==> config.mk <==
export PLATFORM = sky130hd
export DESIGN_NAME = latch_bank_ctrl
export DESIGN_NICKNAME = d
export VERILOG_FILES = /design/src/rtl/latch_bank_ctrl.sv
export SDC_FILE = /design/constraint.sdc
export NUM_CORES = 1
export LEC_CHECK = 0
export CORE_MARGIN = 2
export CORE_UTILIZATION = 40
export DETAILED_ROUTE_END_ITERATION = 7
export DONT_BUFFER_PORTS = 1
export SETUP_SLACK_MARGIN = 0.3
export SLEW_MARGIN = 20
export SYNTH_ARGS = -nofsm -noshare
export SYNTH_HDL_FRONTEND = slang
export SYNTH_SLANG_ARGS = --single-unit
==> constraint.sdc <==
create_clock -name clk -period 1.8 [get_ports clk]
set_clock_uncertainty 0.05 [all_clocks]
set_input_delay 0.36 -clock clk [delete_from_list [all_inputs] [get_ports clk]]
set_output_delay 0.36 -clock clk [all_outputs]
set_load 0.05 [all_outputs]
==> src/rtl/latch_bank_ctrl.sv <==
// Multi-entry capture bank for a switch bus: debounced capture button, scan display
// of the stored slots, and a live/stored mux onto the LEDs.
module latch_bank_ctrl #(
  parameter int WIDTH        = 8,
  parameter int DEPTH        = 4,
  parameter int DEB_CYCLES   = 4,
  parameter int DWELL_CYCLES = 8
) (
  input  logic                     clk,
  input  logic                     rst,
  input  logic [WIDTH-1:0]         D,
  input  logic                     cap_btn,
  input  logic                     scan_en,
  input  logic                     sel,
  output logic [WIDTH-1:0]         led,
  output logic [$clog2(DEPTH)-1:0] slot,
  output logic [$clog2(DEPTH):0]   count,
  output logic                     full,
  output logic                     overflow
);

  localparam int AW  = $clog2(DEPTH);
  localparam int CW  = AW + 1;
  localparam int DBW = $clog2(DEB_CYCLES);
  localparam int DWW = $clog2(DWELL_CYCLES + 1);

  localparam logic [1:0] IDLE    = 2'd0;
  localparam logic [1:0] CAPTURE = 2'd1;
  localparam logic [1:0] SCAN    = 2'd2;

  logic [WIDTH-1:0] bank [DEPTH];
  logic             btn_p0, btn_s, deb, deb_d;
  logic [DBW-1:0]   deb_cnt;
  logic [1:0]       state, state_n;
  logic [AW-1:0]    wr_ptr, wr_ptr_n, rd_ptr, rd_ptr_n, slot_n;
  logic [CW-1:0]    count_n;
  logic [DWW-1:0]   dwell, dwell_n;
  logic             press, cap_go, do_write;

  // The scan walks only the filled slots, wrapping after the newest one.
  function automatic logic [AW-1:0] rd_advance(input logic [AW-1:0] p,
                                               input logic [CW-1:0] n);
    if ({1'b0, p} == n - CW'(1)) return '0;
    return p + AW'(1);
  endfunction

  assign press  = deb & ~deb_d;
  assign full   = (count == CW'(DEPTH));
  assign cap_go = press & ~full;
  assign led    = sel ? D : bank[slot];

  // Stage p0/p1: synchronizer, then debounce on btn_s
  always_ff @(posedge clk) begin
    if (rst) begin
      btn_p0  <= 1'b0;
      btn_s   <= 1'b0;
      deb     <= 1'b0;
      deb_d   <= 1'b0;
      deb_cnt <= '0;
    end else begin
      btn_p0 <= cap_btn;
      btn_s  <= btn_p0;
      deb_d  <= deb;
      if (btn_s == deb) begin
        deb_cnt <= '0;
      end else if (deb_cnt == DBW'(DEB_CYCLES - 1)) begin
        deb     <= ~deb;
        deb_cnt <= '0;
      end else begin
        deb_cnt <= deb_cnt + DBW'(1);
      end
    end
  end

  always_comb begin
    state_n  = state;
    wr_ptr_n = wr_ptr;
    count_n  = count;
    rd_ptr_n = rd_ptr;
    dwell_n  = dwell;
    do_write = 1'b0;
    case (state)
      IDLE: begin
        if (cap_go)                       state_n = CAPTURE;
        else if (scan_en && count != '0)  state_n = SCAN;
      end
      CAPTURE: begin
        do_write = 1'b1;
        wr_ptr_n = wr_ptr + AW'(1);
        count_n  = count + CW'(1);
        if (scan_en) begin
          state_n = SCAN;
        end else begin
          state_n  = IDLE;
          rd_ptr_n = '0;
          dwell_n  = '0;
        end
      end
      SCAN: begin
        if (cap_go) begin
          state_n = CAPTURE;
        end else if (!scan_en) begin
          state_n  = IDLE;
          rd_ptr_n = '0;
          dwell_n  = '0;
        end else if (dwell == DWW'(DWELL_CYCLES - 1)) begin
          dwell_n  = '0;
          rd_ptr_n = rd_advance(rd_ptr, count);
        end else begin
          dwell_n = dwell + DWW'(1);
        end
      end
      default: state_n = IDLE;
    endcase
    if (state_n == SCAN)      slot_n = rd_ptr_n;
    else if (count_n == '0)   slot_n = '0;
    else                      slot_n = wr_ptr_n - AW'(1);
  end

  // Stage p2: control state, pointers and the registered view slot
  always_ff @(posedge clk) begin
    if (rst) begin
      state    <= IDLE;
      wr_ptr   <= '0;
      rd_ptr   <= '0;
      count    <= '0;
      dwell    <= '0;
      slot     <= '0;
      overflow <= 1'b0;
    end else begin
      state    <= state_n;
      wr_ptr   <= wr_ptr_n;
      rd_ptr   <= rd_ptr_n;
      count    <= count_n;
      dwell    <= dwell_n;
      slot     <= slot_n;
      overflow <= press & full;
    end
  end

  always_ff @(posedge clk) begin
    if (rst) begin
      for (int i = 0; i < DEPTH; i++) bank[i] <= '0;
    end else if (do_write) begin
      bank[wr_ptr] <= D;
    end
  end

endmodule

==> flow_metrics.env, run 1 <==
export IMPL_status="finished, violations left"
export IMPL_violations="negative setup slack"
export IMPL_synth_enable_flop_cells=32
export IMPL_diodes=0
export IMPL_met3_usage_pct=3.33
export IMPL_period_needed_ns=2.09
export IMPL_pre_cts_ws_ns=-0.0907
export IMPL_drtIter0Drc=79
export IMPL_critical_path_top_delay_family="multiplexers"
export IMPL_synth_cells=238
export IMPL_ir_drop_v=0.000392
export IMPL_grt_overflow=0
export IMPL_synth_compound_area_share_pct=7.52
export IMPL_syn_avg_cell_area_sq_um=11.4
export IMPL_clock_sinks=54
export IMPL_maxSlewViolCount=0
export IMPL_ant_nets=0
export IMPL_muxShareOfSynthArea_pct=11.5
export IMPL_ys_top_cells_by_count="32 x edfxtp_1, 32 x nor2_1, 22 x dfxtp_1"
export IMPL_drive_above_1_share_pct=49.1
export IMPL_numCtsBuffers=5
export IMPL_core_area_sq_um=6680
export IMPL_grtUsageMet1_pct=17.6
export IMPL_synthArstFlopShare_pct=0
export IMPL_critPathLaunchType="flip-flop"
export IMPL_reg2regPathDepth=7
export IMPL_path_depth=3
export IMPL_antenna_found_initial=0
export IMPL_ys_warn_count=0
export IMPL_p_leak_uw=0.00149
export IMPL_die_area_sq_um=7460
export IMPL_worst_slack_ns=-0.292
export IMPL_cts_tree="built"
export IMPL_total_power_uw=2310
export IMPL_avgViaCountPerCell=5.23
export IMPL_wl_per_cell_um=16.9
export IMPL_hpwl_mm=3.69
export IMPL_cpPeakStageDelay_ns=0.50
export IMPL_io_buffers=0
export IMPL_rsz0062_at_grt="true"
export IMPL_gp_congestion=0.744
export IMPL_fmax_mhz=478
export IMPL_synth_largest_area_cell="edfxtp_1"
export IMPL_grt_pass1_vias=1935
export IMPL_yosys_most_used_dff="edfxtp_1"
export IMPL_synthesis_nets=260
export IMPL_ys_types=55
export IMPL_yosys_area_share_adder_pct=4.15
export IMPL_grt_pass1_wl_mm=9.08
export IMPL_die_width_um=86.4
export IMPL_drtPass1Iterations=4
export IMPL_period_share_pct=116
export IMPL_dr_total_vias=1837
export IMPL_crit_path_top_delay_cell="mux4_2"
export IMPL_clkTransAtPathRegs_ns=0.10
export IMPL_grt_total_usage_pct=16.0
export IMPL_drc_errors=0
export IMPL_synth_area_leaders="edfxtp_1 35%, dfxtp_1 16%, mux4_2 6.6%, nor2_1 4.4%, ha_1 4.2%"
export IMPL_fin_nets=292
export IMPL_r2r_setup_slack_ns=-0.07
export IMPL_critPathKind="reg -> out"
export IMPL_synth_xor_area_share_pct=3.23
export IMPL_hold_path_class="in -> reg"
export IMPL_cp_max_fo=5
export IMPL_rows=30
export IMPL_worst_setup_path_end_kind="output port"
export IMPL_clk_path_buf_depth=2
export IMPL_cap_violations=0
export IMPL_hold_viol_final=0
export IMPL_relSlewSlack_pct=68.2
export IMPL_htreeDepth=2
export IMPL_synth_seq_cells=54
export IMPL_root_buffer="clkbuf_8"
export IMPL_grt_busiest_layer="met2"
export IMPL_clock_latency_ns=0.32
export IMPL_synth_top_area_share_pct=35.4
export IMPL_die_h_um=86.4
export IMPL_power_density_nw_per_um2=624
export IMPL_critPathArrivalTime_ns=1.68
export IMPL_gr_usage_met2_pct=29.9
export IMPL_path_cells="buf_12 -> mux4_2 -> mux2_4"
export IMPL_syn_to_final_growth_pct=36.3
export IMPL_mappedNetlistArea_sq_um=2710
export IMPL_grt_max_degree=25
export IMPL_worst_slew_pin_transition_ns=0.477
export IMPL_hold_depth=1
export IMPL_synth_top_family_by_area="simple AND/OR/NAND/NOR gates"
export IMPL_ys_seq_area_share_pct=51.7
export IMPL_critPathBufInv=1
export IMPL_num_io_pins=28
export IMPL_initial_core_util_pct=40.6
export IMPL_synthSimpleGateAreaFrac_pct=16.7
export IMPL_setup_viol=10
export IMPL_crit_required_ns=1.39
export IMPL_routed_wl_mm=5.93
state kept, by name (all words and copies together), names as in the netlist, 2 cells and up:
name / count
rd_ptr: 2
dwell: 4
state: 2
deb_cnt: 2
slot: 2
count: 3
bank: 32
wr_ptr: 2
cell families after synthesis:
group / after synthesis
compound gates: 26
buf+inv: 31
fa+ha+maj: 9
mux: 20
simple gates: 88
xor+xnor: 10
flops: 54
placed cells by master (no fill, tap or decap), types with 3 or more instances in the layout:
cell type and instances:
nand2_4 9, buf_6 20, nand3_1 4, ha_4 6, xor2_1 4, nor2_1 27, and2_4 7, mux4_2 8
mux2_4 10, nor2b_1 3, inv_4 4, nor2_2 5, buf_12 4, inv_1 11, a21o_1 3, dfxtp_1 14
buf_4 14, nand2_1 4, o21ai_0 3, dfxtp_4 7, edfxtp_1 32, ha_1 3, xnor2_1 4, clkbuf_8 5
power by group:
group / switching [uW] / internal (uW) / total (uW)
sequential: 6.70 / 1320 / 1330
clock: 433 / 422 / 855
combinational: 74.1 / 52.4 / 127
total: 514 / 1790 / 2310
layer usage:
| metal | share of wire, % | vias to the layer above |
|---|---|---|
| li1 | - | 903 |
| met3 | 3.7 | 7 |
| met5 | 0 | - |
| met1 | 41 | 896 |
| met2 | 54 | 31 |
| met4 | 1.1 | 0 |
worst register-to-register path, cell delays in order, from the launching register on:
cell,delay (ns)
dfxtp_4,0.37
inv_4,0.04
ha_4,0.16
or2b_4,0.20
o211ai_2,0.08
a21o_1,0.19
a221o_1,0.37
mux2_4,0.31
path summary, 6_finish.rpt:
path	start	endpoint
worst max register to register	count[1]	slot[1]
worst max-delay path	slot[0]	led[4]
worst min register to register	deb_cnt[0]	deb_cnt[0]
worst min-delay path	rst	dwell[0]
through the flow:
step | instance area, sq um | TNS (ns) | cells | util, % | hold WS, ns
3_3_place_gp | 3030 | -0.103 | 326 | 45.4 | 0.365
6_report | 3700 | -2.40 | 351 | 55.3 | 0.0358
2_1_floorplan | 2850 | -0.726 | 238 | - | 0.347
4_1_cts | 3440 | -2.55 | 347 | 51.6 | 0.0360
3_5_place_dp | 3030 | -0.180 | 326 | 45.4 | 0.365
5_1_grt | 3700 | -2.82 | 351 | 55.3 | 0.0238
layout make-up:
| class | instances | area [sq um] |
|---|---|---|
| Inverter | 16 | 82.6 |
| Tap cell | 80 | 100 |
| Timing Repair Buffer | 40 | 440 |
| Fill cell | 560 | 2980 |
| Clock buffer | 5 | 68.8 |
| Clock inverter | 3 | 47.5 |
| Sequential cell | 54 | 1430 |
| Multi-Input combinational cell | 153 | 1530 |
timing repair:
| action | 4_1_cts | 5_1_grt |
|---|---|---|
| endpoints found under the setup margin | 49 | 51 |
| hold buffers | 0 | 0 |
| buffers inserted | 13 | 4 |
| gates resized for setup | 43 | 48 |
| pin swaps | 16 | 12 |
No activity file was read; power rests on OpenSTA's default activity.
==> run 2, diff against run 1 <==
Settings changed: GPL_TIMING_DRIVEN from default to 0.
==> run 2 against run 1 <==
Against the previous run:
- the flow still finishes with violations (negative setup slack)
- clock power fell by 13%
- critical path depth is the same
- flip-flop and latch count is the same
- die area unchanged
- sequential share of layout area down 1.1 points
- clock-buffer cell count unchanged
- routed wire length rose by 4.5%
- via count up 2.6%
- core utilization increased by 1.4 points
- global-route usage is 0.59 points higher
- total power decreased by 3.9%
- cell area is 2.6% higher
==> flow_metrics.env, run 2 (synthesized netlist as in run 1, its figures left out) <==
export IMPL_status="finished, violations left"
export IMPL_violations="negative setup slack"
export IMPL_finalNonFillerCells=348
export IMPL_final_common_cell="edfxtp_1"
export IMPL_drtIter0Drc=71
export IMPL_reg2regPathDepth=7
export IMPL_maxSlewViolCount=0
export IMPL_num_io_pins=28
export IMPL_rsz0062_at_grt="true"
export IMPL_wl_per_cell_um=17.8
export IMPL_critPathLaunchType="flip-flop"
export IMPL_core_area_sq_um=6680
export IMPL_worst_slack_ns=-0.460
export IMPL_clock_sinks=54
export IMPL_period_share_pct=126
export IMPL_met3_length_um=209
export IMPL_layout_common_cells="32 x edfxtp_1, 15 x buf_6, 15 x nor2_1, 15 x nor2_4, 15 x dfxtp_1"
export IMPL_fmax_mhz=442
export IMPL_top_layer="met4"
export IMPL_rows=30
export IMPL_syn_to_final_growth_pct=39.9
export IMPL_hold_depth=1
export IMPL_routed_wl_mm=6.20
export IMPL_htreeDepth=2
export IMPL_initial_core_util_pct=40.6
export IMPL_gp_congestion=0.812
export IMPL_ant_nets=0
export IMPL_root_buffer="clkbuf_8"
export IMPL_relSlewSlack_pct=57.3
export IMPL_die_area_sq_um=7460
export IMPL_grt_pass1_vias=1909
export IMPL_drc_errors=0
export IMPL_dr_total_vias=1885
export IMPL_setup_viol=22
export IMPL_grt_pass1_wl_mm=9.45
export IMPL_diodes=0
export IMPL_largest_register="bank"
export IMPL_grt_total_usage_pct=16.6
export IMPL_hpwl_mm=3.76
export IMPL_cp_startpoint="slot[0]"
export IMPL_clock_latency_ns=0.32
export IMPL_numCtsBuffers=5
export IMPL_critPathArrivalTime_ns=1.85
export IMPL_hold_path_class="in -> reg"
export IMPL_worst_slew_pin_transition_ns=0.641
export IMPL_clk_path_buf_depth=2
export IMPL_met2_length_mm=3.30
export IMPL_cap_violations=0
export IMPL_avgViaCountPerCell=5.42
export IMPL_drt_met1_wl_mm=2.61
export IMPL_critPathKind="reg -> out"
export IMPL_placed_cells=318
export IMPL_fin_area_sq_um=3790
export IMPL_antenna_found_initial=0
export IMPL_placed_cell_area_sq_um=2950
export IMPL_crit_required_ns=1.39
export IMPL_reg2reg_from="count[0]"
export IMPL_fin_nets=289
export IMPL_io_buffers=0
export IMPL_period_needed_ns=2.26
export IMPL_die_h_um=86.4
export IMPL_ctsHoldBuffers=0
export IMPL_worst_setup_path_end_kind="output port"
export IMPL_grt_overflow=0
export IMPL_clkTransAtPathRegs_ns=0.11
export IMPL_holdWs_ns=0.0534
export IMPL_top_regs="bank (32), dwell (4), count (3)"
export IMPL_drtPass1Iterations=4
export IMPL_hold_viol_final=0
export IMPL_p_leak_uw=0.00139
export IMPL_pre_cts_ws_ns=-0.310
export IMPL_utilization_pct=56.8
export IMPL_hp_start="rst"
export IMPL_grt_max_degree=20
export IMPL_largest_reg_flops=32
export IMPL_ir_drop_v=0.000333
export IMPL_cp_max_fo=8
export IMPL_die_width_um=86.4
export IMPL_power_density_nw_per_um2=584
export IMPL_drive_above_1_share_pct=51.9
export IMPL_cts_tree="built"
[run 2: area by class of cell]
| cell class | count | area, sq um |
|---|---|---|
| timing repair buffer | 22 | 259 |
| inverter | 16 | 80.1 |
| sequential | 54 | 1430 |
| buffer | 15 | 134 |
| clock inverter | 3 | 28.8 |
| tap | 80 | 100 |
| multi-input combinational | 153 | 1700 |
| fill | 549 | 2890 |
| clock buffer | 5 | 68.8 |
[run 2: worst paths after layout]
kind / to / slack [ns]
worst max-delay path: led[0] / -0.46
worst min-delay path: deb_d / 0.05
worst max register to register: slot[0] / -0.31
worst min register to register: deb_cnt[0] / 0.38
[run 2: timing repair]
| item | CTS | global route |
|---|---|---|
| gates resized for setup | 72 | 61 |
| buffers inserted | 15 | 7 |
| setup endpoints to repair | 83 | 86 |
| pin swaps | 23 | 25 |
[run 2: worst max-delay path: stages (launching register included)]
cell and delay [ns]:
dfxtp_4 0.47, buf_12 0.17, mux4_2 0.51, mux2_4 0.37
[run 2: through the flow]
step | setup TNS [ns] | power (uW)
after CTS | -4.45 | 2230
after floorplan | -0.726 | 1470
after detailed placement | -4.65 | 1490
after global routing | -5.62 | 2300
after global placement | -4.36 | 1490
final | -4.29 | 2220
[run 2: report_power, final]
| part | leakage [uW] | internal, uW | switching (uW) |
|---|---|---|---|
| logic | 0.000824 | 52.4 | 92.3 |
| registers | 0.000513 | 1320 | 7.75 |
| clock network | 0.0000506 | 292 | 452 |
| total | 0.00139 | 1670 | 552 |
[run 2: per-layer routing]
layer / track usage, % / vias to the layer above
li1: - / 901
met1: 19.9 / 935
met2: 29.8 / 41
met3: 4.10 / 8
met4: 4.12 / 0
met5: 0 / -
